--- config.mk ---
export PLATFORM = sky130hd
export DESIGN_NAME = axis_dsm_decimator
export DESIGN_NICKNAME = d
export VERILOG_FILES = /design/src/rtl/axis_dsm_decimator.sv
export SDC_FILE = /design/constraint.sdc
export NUM_CORES = 1
export LEC_CHECK = 0
export CAP_MARGIN = 10
export CORE_ASPECT_RATIO = 1.2
export CORE_MARGIN = 1.5
export CORE_UTILIZATION = 57
export CTS_CLUSTER_DIAMETER = 200
export DETAILED_ROUTE_END_ITERATION = 8
export GPL_TIMING_DRIVEN = 0
export PLACE_DENSITY = 0.83
export SKIP_CTS_REPAIR_TIMING = 1
export SYNTH_ARGS = -nofsm -noshare
export SYNTH_HDL_FRONTEND = slang
export SYNTH_SLANG_ARGS = --single-unit
--- constraint.sdc ---
create_clock -name aclk -period 2.7 [get_ports aclk]
set_clock_uncertainty 0.05 [all_clocks]
set_input_delay 0.405 -clock aclk [delete_from_list [all_inputs] [get_ports aclk]]
set_output_delay 0.405 -clock aclk [all_outputs]
set_load 0.05 [all_outputs]
--- src/rtl/axis_dsm_decimator.sv ---
// Third-order CIC decimator turning a 1-bit delta-sigma stream into WIDTH-bit signed samples.
// Optional build macro DSM_DECIM_STATS_EN adds the frame_count handoff counter port.
module axis_dsm_decimator #(
    parameter int unsigned WIDTH      = 16,
    parameter int unsigned DECIM_LOG2 = 5
) (
    input  logic             aclk,
    input  logic             rst,
    input  logic             s_axis_data_tdata,
    input  logic             s_axis_data_tvalid,
    output logic             s_axis_data_tready,
    output logic [WIDTH-1:0] m_axis_data_tdata,
    output logic             m_axis_data_tvalid,
    input  logic             m_axis_data_tready
`ifdef DSM_DECIM_STATS_EN
    ,
    output logic [15:0]      frame_count
`endif
);

    localparam int unsigned ACC_W = 2 + 3 * DECIM_LOG2;
    localparam int unsigned CNT_W = DECIM_LOG2;

    logic [CNT_W-1:0] cnt_q, cnt_d;
    logic [ACC_W-1:0] i1_q, i1_d, i2_q, i2_d, i3_q, i3_d;
    logic [ACC_W-1:0] samp_q, samp_d, samp_prev_q, samp_prev_d;
    logic [ACC_W-1:0] c1_q, c1_d, c1_prev_q, c1_prev_d;
    logic [ACC_W-1:0] c2_q, c2_d, c2_prev_q, c2_prev_d;
    logic [ACC_W-1:0] c3, beat_x;
    logic             v0_q, v0_d, v1_q, v1_d, v2_q, v2_d;
    logic [WIDTH-1:0] tdata_q, tdata_d;
    logic             tvalid_q, tvalid_d;
    logic             frame_end, pending, s_ready, accept;

    // Integrators advance only on accepted beats; combs advance unconditionally because
    // the closing beat is held off until the whole pipeline and output register are free.
    always_comb begin
        beat_x      = s_axis_data_tdata ? ACC_W'(1) : {ACC_W{1'b1}};
        frame_end   = &cnt_q;
        pending     = v0_q | v1_q | v2_q | (tvalid_q & ~m_axis_data_tready);
        s_ready     = ~(frame_end & pending);
        accept      = s_axis_data_tvalid & s_ready;
        c3          = c2_q - c2_prev_q;

        cnt_d       = cnt_q;
        i1_d        = i1_q;
        i2_d        = i2_q;
        i3_d        = i3_q;
        samp_d      = samp_q;
        samp_prev_d = samp_prev_q;
        c1_d        = c1_q;
        c1_prev_d   = c1_prev_q;
        c2_d        = c2_q;
        c2_prev_d   = c2_prev_q;
        tdata_d     = tdata_q;
        tvalid_d    = tvalid_q;
        v0_d        = accept & frame_end;
        v1_d        = v0_q;
        v2_d        = v1_q;

        if (accept) begin
            cnt_d = cnt_q + CNT_W'(1);
            i1_d  = i1_q + beat_x;
            i2_d  = i2_q + i1_q;
            i3_d  = i3_q + i2_q;
        end
        if (accept && frame_end) begin
            samp_d = i3_q;
        end
        if (v0_q) begin
            c1_d        = samp_q - samp_prev_q;
            samp_prev_d = samp_q;
        end
        if (v1_q) begin
            c2_d      = c1_q - c1_prev_q;
            c1_prev_d = c1_q;
        end
        // Top WIDTH bits of comb3 equal an arithmetic right shift by ACC_W-WIDTH.
        if (v2_q) begin
            tdata_d   = c3[ACC_W-1 -: WIDTH];
            tvalid_d  = 1'b1;
            c2_prev_d = c2_q;
        end else if (m_axis_data_tready) begin
            tvalid_d = 1'b0;
        end
    end

    always_ff @(posedge aclk) begin
        if (rst) begin
            cnt_q       <= '0;
            i1_q        <= '0;
            i2_q        <= '0;
            i3_q        <= '0;
            samp_q      <= '0;
            samp_prev_q <= '0;
            c1_q        <= '0;
            c1_prev_q   <= '0;
            c2_q        <= '0;
            c2_prev_q   <= '0;
            v0_q        <= 1'b0;
            v1_q        <= 1'b0;
            v2_q        <= 1'b0;
            tdata_q     <= '0;
            tvalid_q    <= 1'b0;
        end else begin
            cnt_q       <= cnt_d;
            i1_q        <= i1_d;
            i2_q        <= i2_d;
            i3_q        <= i3_d;
            samp_q      <= samp_d;
            samp_prev_q <= samp_prev_d;
            c1_q        <= c1_d;
            c1_prev_q   <= c1_prev_d;
            c2_q        <= c2_d;
            c2_prev_q   <= c2_prev_d;
            v0_q        <= v0_d;
            v1_q        <= v1_d;
            v2_q        <= v2_d;
            tdata_q     <= tdata_d;
            tvalid_q    <= tvalid_d;
        end
    end

    // Fractional bits dropped by the output scaling.
    generate
        if (ACC_W > WIDTH) begin : g_lsb
            logic unused_lsbs;
            assign unused_lsbs = ^c3[ACC_W-WIDTH-1:0];
        end
    endgenerate

    assign s_axis_data_tready = s_ready;
    assign m_axis_data_tdata  = tdata_q;
    assign m_axis_data_tvalid = tvalid_q;

`ifdef DSM_DECIM_STATS_EN
    logic [15:0] frame_count_q, frame_count_d;

    always_comb begin
        frame_count_d = frame_count_q;
        if (tvalid_q && m_axis_data_tready) begin
            frame_count_d = frame_count_q + 16'd1;
        end
    end

    always_ff @(posedge aclk) begin
        if (rst) begin
            frame_count_q <= '0;
        end else begin
            frame_count_q <= frame_count_d;
        end
    end

    assign frame_count = frame_count_q;
`endif

endmodule

# Yosys cells after proc, flatten, opt, wreduce, memory -nomap -nowiden
# Index checks and enable logic that the tools add are counted.
op_classes:
  n_addsub: 7
  mux: 3
  bitwise_logic: 9
  n_reduce_logical: 3
ops:
  columns: ["operator", "count"]
  rows:
  - ["adder 17 bit", 3]
  - ["subtractor 17 bit", 3]
  - ["2-to-1 mux 17 bit", 1]
  - ["adder 5 x 1 -> 5 bit (second input constant)", 1]
  - ["AND reduction 5 bit", 1]
  - ["AND 1 bit", 4]
  - ["bitwise OR 1 bit", 3]
  - ["2-to-1 mux 1 bit", 2]
  - ["inverter 1 bit", 2]
  - ["nonzero test 2 bit", 1]
  - ["logical AND 1 bit", 1]
word_totals:
  reg_bits: 178
  out_inout_bits: 18

# Depth between registers and ports, before layout
# Gate-level depths: netlist of the first run.
depth:
  word_depth: 7
  ltp_mapped: 11
  depth_no_buf: 11

# Worst setup path before layout of the first run
# No wires, ideal clock.
synth_timing:
  kind: "reg-to-reg"
  from: "register tvalid_q (netlist: m_axis_data_tvalid)"
  to: "register i1_q[16]"
  setup_ps: 123
  t_arrival_ps: 3615
  required_time_ps: 2527
  slack_ps: -1088
  path_stages_with_launch: 8
  path_buffers: 0
  period_less_slack_ps: 3788
  cell_sequence: "dfxtp_1 > nor2b_1 > o41ai_1 > nand2_1 > nor4_1 > mux2i_1 > nand2_1 > mux2_1"
synth_between:
  elab_chain_len: 5
synth_lines:
  columns: ["item", "line_no", "source"]
  rows:
  - ["from (decl)", "32", "logic tvalid_q, tvalid_d;"]
  - ["from (signal assigned)", "120", "tvalid_q <= tvalid_d;"]
  - ["AND 1 bit", "40", "pending = v0_q | v1_q | v2_q | (tvalid_q & ~m_axis_data_tready);"]
  - ["bitwise OR 1 bit", "40", null]
  - ["AND 1 bit", "41", "s_ready = ~(frame_end & pending);"]
  - ["inverter 1 bit", "41", null]
  - ["named net s_axis_data_tready", "11", "output logic s_axis_data_tready,"]
  - ["AND 1 bit", "42", "accept = s_axis_data_tvalid & s_ready;"]
  - ["to (signal assigned)", "107", "i1_q <= i1_d;"]
  - ["to (decl)", "25", "logic [ACC_W-1:0] i1_q, i1_d, i2_q, i2_d, i3_q, i3_d;"]
# The timed path passes the listed nets, and every way through them passes these cells.
# A chain may end at the register's enable or synchronous reset.

# Worst setup path in the final report of the first run
layout_timing:
  from: "register i1_q[0]"
  to: "register i2_q[16]"
layout_between:
  elab_chain_len: 1
layout_lines:
  columns: ["item", "line_no", "source"]
  rows:
  - ["adder 17 bit", "64", "i2_d = i2_q + i1_q;"]
  - ["to (signal assigned)", "108", "i2_q <= i2_d;"]
  - ["to (decl)", "25", null]
# Every way passes these cells.

==> results.sh, run 1 <==
export IMPL_outcome="complete, but fails checks"
export IMPL_violations="setup timing"
export IMPL_end_kind="flop"
export IMPL_grt_total_usage=0.268
export IMPL_num_fill_cells=1446
export IMPL_hold_path_class="primary input to flop"
export IMPL_vias=9091
export IMPL_syn_nets=1348
export IMPL_dp_hpwl_um=18800
export IMPL_slew_headroom=0.454
export IMPL_wirelength_um=26100
export IMPL_initial_utilization=0.579
export IMPL_rsz0062_at_grt="yes"
export IMPL_switching_power_uw=1710
export IMPL_cts_buffer_depth=2
export IMPL_antenna_found_initial=0
export IMPL_grt_start_max_net_pins=17
export IMPL_clockRootBuffer="clkbuf_16"
export IMPL_synth_top_flop_cell="dfxtp_1"
export IMPL_pwr_share_seq=0.467
export IMPL_syn_area_um2=10500
export IMPL_multi_input_area_um2=6610
export IMPL_hold_viol_final=0
export IMPL_drt_pre_antenna_iters=5
export IMPL_max_cap_viol_count=0
export IMPL_wl_per_cell_um=17.0
export IMPL_antenna_cells=0
export IMPL_internal_power_uw=4320
export IMPL_p_leak_uw=0.00469
export IMPL_setup_violations_final=2
export IMPL_fin_crit_ns=2.98
export IMPL_placed_cell_area_um2=11000
export IMPL_crit_required_ns=3.03
export IMPL_cts_max_level=4
export IMPL_syn_area_per_cell_um2=8.44
export IMPL_clk_pin_slew_ns=0.07
export IMPL_ant_nets=0
export IMPL_die_height_um=152
export IMPL_drv_slew=0
export IMPL_ir_drop_uv=458
export IMPL_fp_dieW_um=127
export IMPL_grt_overflow_total=0
export IMPL_ys_seq_area_frac=0.340
export IMPL_power_frac_comb=0.144
export IMPL_powerDensity_nw_per_um2=508
export IMPL_power_share_switching=0.283
export IMPL_synthToLayoutAreaGrowth_pct=13.3
export IMPL_ys_warn_count=0
export IMPL_grt_first_pass_wirelength_um=40900
export IMPL_synth_cells=1241
export IMPL_pre_cts_slack_ns=-1.20
export IMPL_placementRows=54
export IMPL_critPathLaunchType="flop"
export IMPL_ys_types=67
export IMPL_die_area_um2=19200
export IMPL_synth_seq_cells=178
export IMPL_nets=1408
export IMPL_drc=0
export IMPL_drtIter0Drc=514
export IMPL_finalCritPeriodShare=1.10
export IMPL_critPathKind="flop to flop"
export IMPL_register_area_um2=3570
export IMPL_dpl_cell_count=1487
export IMPL_cts_buffers=17
export IMPL_cp_max_fo=3
export IMPL_gp_congestion=0.890
export IMPL_routed_via_density=5.91
export IMPL_clkPwrFrac=0.390
export IMPL_async_flop_share=0
export IMPL_fin_cells=1538
export IMPL_ios=23
export IMPL_worst_slew_pin_slew_ns=0.819
export IMPL_synth_edf_count=0
export IMPL_clock_latency_ns=0.44
export IMPL_grt_pass1_vias=8793
export IMPL_final_cell_area_um2=11900
export IMPL_core_um2=18100
export IMPL_worst_slack_ns=-0.281
export IMPL_worstPathArrival_ns=3.31
export IMPL_cts_tree="built"
export IMPL_drive_gt1_frac=0.0761
export IMPL_fmax_mhz=335
export IMPL_clock_sinks=178
export IMPL_port_buffers=22
metrics by stage:
stage | utilization | hold WS (ns) | TNS, ns | power, uW
floorplan | - | 0.388 | -0.0791 | 3490
global placement | 0.608 | 0.399 | -24.78 | 3650
detailed placement | 0.608 | 0.406 | -29.35 | 3690
CTS | 0.639 | 0.416 | -6.45 | 5990
global route | 0.655 | 0.403 | -0.831 | 6250
finish | 0.655 | 0.380 | -0.396 | 6030
final cells by class:
cell class / instances / share of cell area
plain buffers: 48 / 0.0181
well taps: 224 / 0.0236
clock inverters: 12 / 0.00812
clock buffers: 20 / 0.0385
flip-flops and latches: 178 / 0.301
inverters: 71 / 0.0228
repair buffers: 41 / 0.0306
multi-input cells: 944 / 0.557
worst paths after layout:
| kind | startpoint | to | slack, ns | depth (start not counted) |
|---|---|---|---|---|
| setup / recovery | i1_q[0] | i2_q[16] | -0.28 | 10 |
| hold / removal | s_axis_data_tdata | i1_q[1] | 0.38 | 3 |
| setup reg to reg | i1_q[0] | i2_q[16] | -0.28 | 10 |
| hold reg to reg | cnt_q[4] | cnt_q[4] | 0.42 | 2 |
synth_stat cells, drive strengths merged, types with 5 or more instances:
cell / count / share of area
a211oi: 28 / 0.021
a22o: 6 / 0.0050
inv: 71 / 0.025
fa: 6 / 0.011
and3: 13 / 0.0078
nor3: 22 / 0.011
ha: 96 / 0.11
nor2b: 15 / 0.0090
nand2b: 10 / 0.0060
o21bai: 18 / 0.013
o21ai: 49 / 0.023
nor2: 146 / 0.052
xnor2: 54 / 0.045
mux2i: 77 / 0.074
xor2: 19 / 0.016
nand3: 12 / 0.0057
dfxtp: 178 / 0.34
o21a: 21 / 0.015
a21oi: 105 / 0.051
a21o: 30 / 0.022
nand4: 5 / 0.0030
clkbuf: 31 / 0.014
buf: 17 / 0.0064
nand2: 138 / 0.049
a31oi: 10 / 0.0060
worst max-delay path, cell delays in order, from the launching register on:
cell and delay, ns:
dfxtp_4 0.36, ha_4 0.17, fa_2 0.37, a211oi_4 0.26, and4bb_1 0.21, a2111o_1 0.44, o311ai_4 0.28, a2bb2oi_2 0.23
mux2i_1 0.28, nand3_1 0.13, a21oi_2 0.15
cells in the final DEF, fill, tap and decap left out, types with 20 or more instances in the layout:
master | netlist | layout
clkdlybuf4s50_1 | 0 | 20
a211oi_1 | 27 | 24
dfxtp_1 | 178 | 173
o21a_1 | 21 | 21
nor2_1 | 146 | 146
inv_1 | 71 | 70
nor3_1 | 22 | 21
clkbuf_1 | 28 | 28
a21o_1 | 28 | 28
mux2i_1 | 77 | 77
ha_1 | 96 | 95
o21ai_0 | 41 | 39
xnor2_1 | 54 | 54
a21oi_1 | 104 | 100
nand2_1 | 138 | 138
power groups by stage:
stage / clock [uW] / sequential, uW / combinational (uW)
finish: 2350 / 2820 / 867
global route: 2470 / 2820 / 955
CTS: 2360 / 2810 / 824
detailed placement: 0 / 2870 / 816
global placement: 0 / 2870 / 784
floorplan: 0 / 2830 / 656
per-layer routing:
layer  track usage  part of all wire
met5             0                 0
met4         0.165             0.048
met3        0.0404             0.035
met2         0.513              0.52
met1         0.277              0.39
cell families after synthesis:
kind of cell	share of synthesized area
and+or+nand+nor	0.163
xor gates and xnor gates	0.0610
AOI/OAI and AO/OA	0.187
adders and majority gates	0.126
buffers and inverters	0.0459
muxes	0.0768
DFF	0.340
Note: power is estimated with default switching activity, not from simulation.
==> inputs of run 2 (changes only) <==
ABC_AREA = 1   (was unset)
CORE_UTILIZATION = 58   (was 57)
PLACE_DENSITY = 0.84   (was 0.83)
==> run 2 against run 1 <==
  * The run now ends clean
  * Setup slack improved by 0.49 ns
  * Worst hold slack better by 0.029 ns
  * Design area is 14% higher
  * Utilization fell by 0.80 points
  * Power grew 4.4%
  * Synthesized area rose by 19%
  * Routed wire length increased by 18%
  * Clock-buffer cell count decreased by 3
==> results.sh, run 2 <==
export IMPL_slew_headroom=0.460
export IMPL_wirelength_um=30700
export IMPL_synthToLayoutAreaGrowth_pct=9.28
export IMPL_async_flop_share=0
export IMPL_port_buffers=22
export IMPL_powerDensity_nw_per_um2=464
export IMPL_critPathMostFrequentCell="nand2_1"
export IMPL_drv_slew=0
export IMPL_grt_overflow_total=0
export IMPL_synth_area_leader_cell="dfxtp_1"
export IMPL_synth_edf_count=0
export IMPL_grt_total_usage=0.287
export IMPL_switching_power_uw=1980
export IMPL_cp_slowest_cell="clkdlybuf4s50_1"
export IMPL_r2r_slack_ns=0.60
export IMPL_fin_crit_ns=2.49
export IMPL_cts_buffer_depth=2
export IMPL_core_um2=21000
export IMPL_p_leak_uw=0.00765
export IMPL_grt_busiest_layer="met2"
export IMPL_internal_power_uw=4320
export IMPL_ir_drop_uv=467
export IMPL_critPathKind="primary input to flop"
export IMPL_fmax_mhz=402
export IMPL_hold_slack_ns=0.409
export IMPL_dp_hpwl_um=24000
export IMPL_fin_setup_tns_ns=0
export IMPL_gr_usage_met1=0.301
export IMPL_grt_start_max_net_pins=20
export IMPL_grt_use_met2=0.536
export IMPL_initial_utilization=0.592
export IMPL_dpl_cell_count=2352
export IMPL_power_frac_comb=0.162
export IMPL_gp_congestion=0.927
export IMPL_pwr_share_seq=0.446
export IMPL_fp_dieW_um=137
export IMPL_rsz0062_at_grt="no"
export IMPL_r2r_start="c1_q[0]"
export IMPL_synth_top_flop_cell="dfxtp_1"
export IMPL_nets=2208
export IMPL_grt_use_met3=0.0394
export IMPL_ant_nets=0
export IMPL_clkPwrFrac=0.392
export IMPL_synthTopCellsByArea="dfxtp_1 29%, nand2_1 18%, inv_1 13%"
export IMPL_vias=12300
export IMPL_final_cell_mix="585 x nand2_1, 431 x inv_1, 238 x nor2_1"
export IMPL_power_share_switching=0.315
export IMPL_hold_viol_final=0
export IMPL_antenna_cells=0
export IMPL_clock_sinks=178
export IMPL_crit_required_ns=3.00
export IMPL_fin_cells=2384
export IMPL_synth_seq_cells=178
export IMPL_cts_tree="built"
export IMPL_ys_seq_area_frac=0.287
export IMPL_syn_area_per_cell_um2=6.03
export IMPL_max_cap_viol_count=0
export IMPL_clock_latency_ns=0.45
export IMPL_worstPathArrival_ns=2.79
export IMPL_ios=23
export IMPL_drtIter0Drc=744
export IMPL_die_area_um2=22300
export IMPL_synth_cells=2060
export IMPL_grt_first_pass_wirelength_um=51600
export IMPL_slowest_delay_ns=0.56
export IMPL_drive_gt1_frac=0.0293
export IMPL_syn_area_um2=12400
export IMPL_outcome="completed"
export IMPL_die_height_um=163
export IMPL_post_route_util=0.647
export IMPL_end_kind="flop"
export IMPL_critPathLaunchType="primary input"
export IMPL_final_common_cell="nand2_1"
export IMPL_hold_start="samp_prev_q[9]"
export IMPL_clk_pin_slew_ns=0.07
export IMPL_hold_path_class="flop to flop"
export IMPL_wl_per_cell_um=12.9
export IMPL_clockRootBuffer="clkbuf_16"
export IMPL_cts_buffers=17
export IMPL_placementRows=58
export IMPL_r2r_end="c2_q[16]"
export IMPL_finalCritPeriodShare=0.922
export IMPL_yosys_area_top_type_share=0.287
export IMPL_rr_worst_depth=13
export IMPL_hold_depth=2
export IMPL_yosysMostFrequentCell="nand2_1"
export IMPL_routed_via_density=5.17
export IMPL_syn_nets=2167
export IMPL_ys_top_cells_by_count="585 x nand2_1, 431 x inv_1, 238 x nor2_1, 178 x dfxtp_1, 140 x nand3_1"
export IMPL_setup_violations_final=0
export IMPL_holdPathEnd="samp_prev_q[9]"
export IMPL_grt_pass1_vias=11700
export IMPL_drt_pre_antenna_iters=5
export IMPL_ys_types=29
export IMPL_ys_warn_count=0
export IMPL_cp_max_fo=15
export IMPL_cts_max_level=4
export IMPL_worst_slew_pin_slew_ns=0.810
export IMPL_drc=0
export IMPL_antenna_found_initial=0
export IMPL_path_cells="clkdlybuf4s50_1 > inv_1 > ha_1 > or2_2 > nand3b_1 > nand2_1 > nand2_1 > nand2_1 > nand2_1 > nand3_1 > nand2_1 > inv_1"
-- run 2: cells by family after synthesis --
kind of cell               count (synthesis)  synth area share
AOI/OAI and AO/OA                        257             0.108
xor gates and xnor gates                  32            0.0226
adders and majority gates                102             0.106
buffers and inverters                    487             0.152
DFF                                      178             0.287
and+or+nand+nor                         1004             0.325
-- run 2: cell type report --
class	count	area, um2
Timing Repair Buffer	22	223
Buffer	53	254
Sequential cell	178	3560
Inverter	434	1630
Multi-Input combinational cell	1395	6980
Fill cell	1922	7390
Tap cell	270	338
Clock inverter	15	168
Clock buffer	17	425
-- run 2: power groups by stage --
stage	sequential [uW]	clock [uW]	combinational, uW
after CTS	2800	2490	1020
after global placement	2860	0	976
after global routing	2810	2600	1180
final	2810	2470	1020
after detailed placement	2860	0	1010
after floorplan	2820	0	800
-- run 2: how the worst max path moves through the flow --
stage	to	startpoint	slack, ns
2_1_floorplan	i1_q[13]	s_axis_data_tdata	0.72
4_1_cts	s_axis_data_tready	cnt_q[0]	-0.07
3_3_place_gp	i1_q[15]	s_axis_data_tdata	-0.19
6_report	i1_q[9]	s_axis_data_tdata	0.21
5_1_grt	i1_q[13]	s_axis_data_tdata	0.03
3_5_place_dp	i1_q[13]	s_axis_data_tdata	-0.23
-- run 2: critical path: cells and delay by family --
kind	cells	cell delay [ns]
and+or+nand+nor	8	0.93
buffers and inverters	3	1.09
adders and majority gates	1	0.37
-- run 2: through the flow --
step | power [uW] | worst slack (ns) | instance area [um2]
2_1_floorplan | 3620 | 0.716 | 12400
3_3_place_gp | 3840 | -0.193 | 13000
3_5_place_dp | 3870 | -0.232 | 13000
4_1_cts | 6310 | -0.0676 | 13600
5_1_grt | 6580 | 0.0281 | 13600
6_report | 6300 | 0.210 | 13600
-- run 2: layer usage --
metal	wire (um)	part of all wire
met2	15700	0.51
met1	12400	0.40
met3	1070	0.035
met4	1510	0.049
met5	0	0
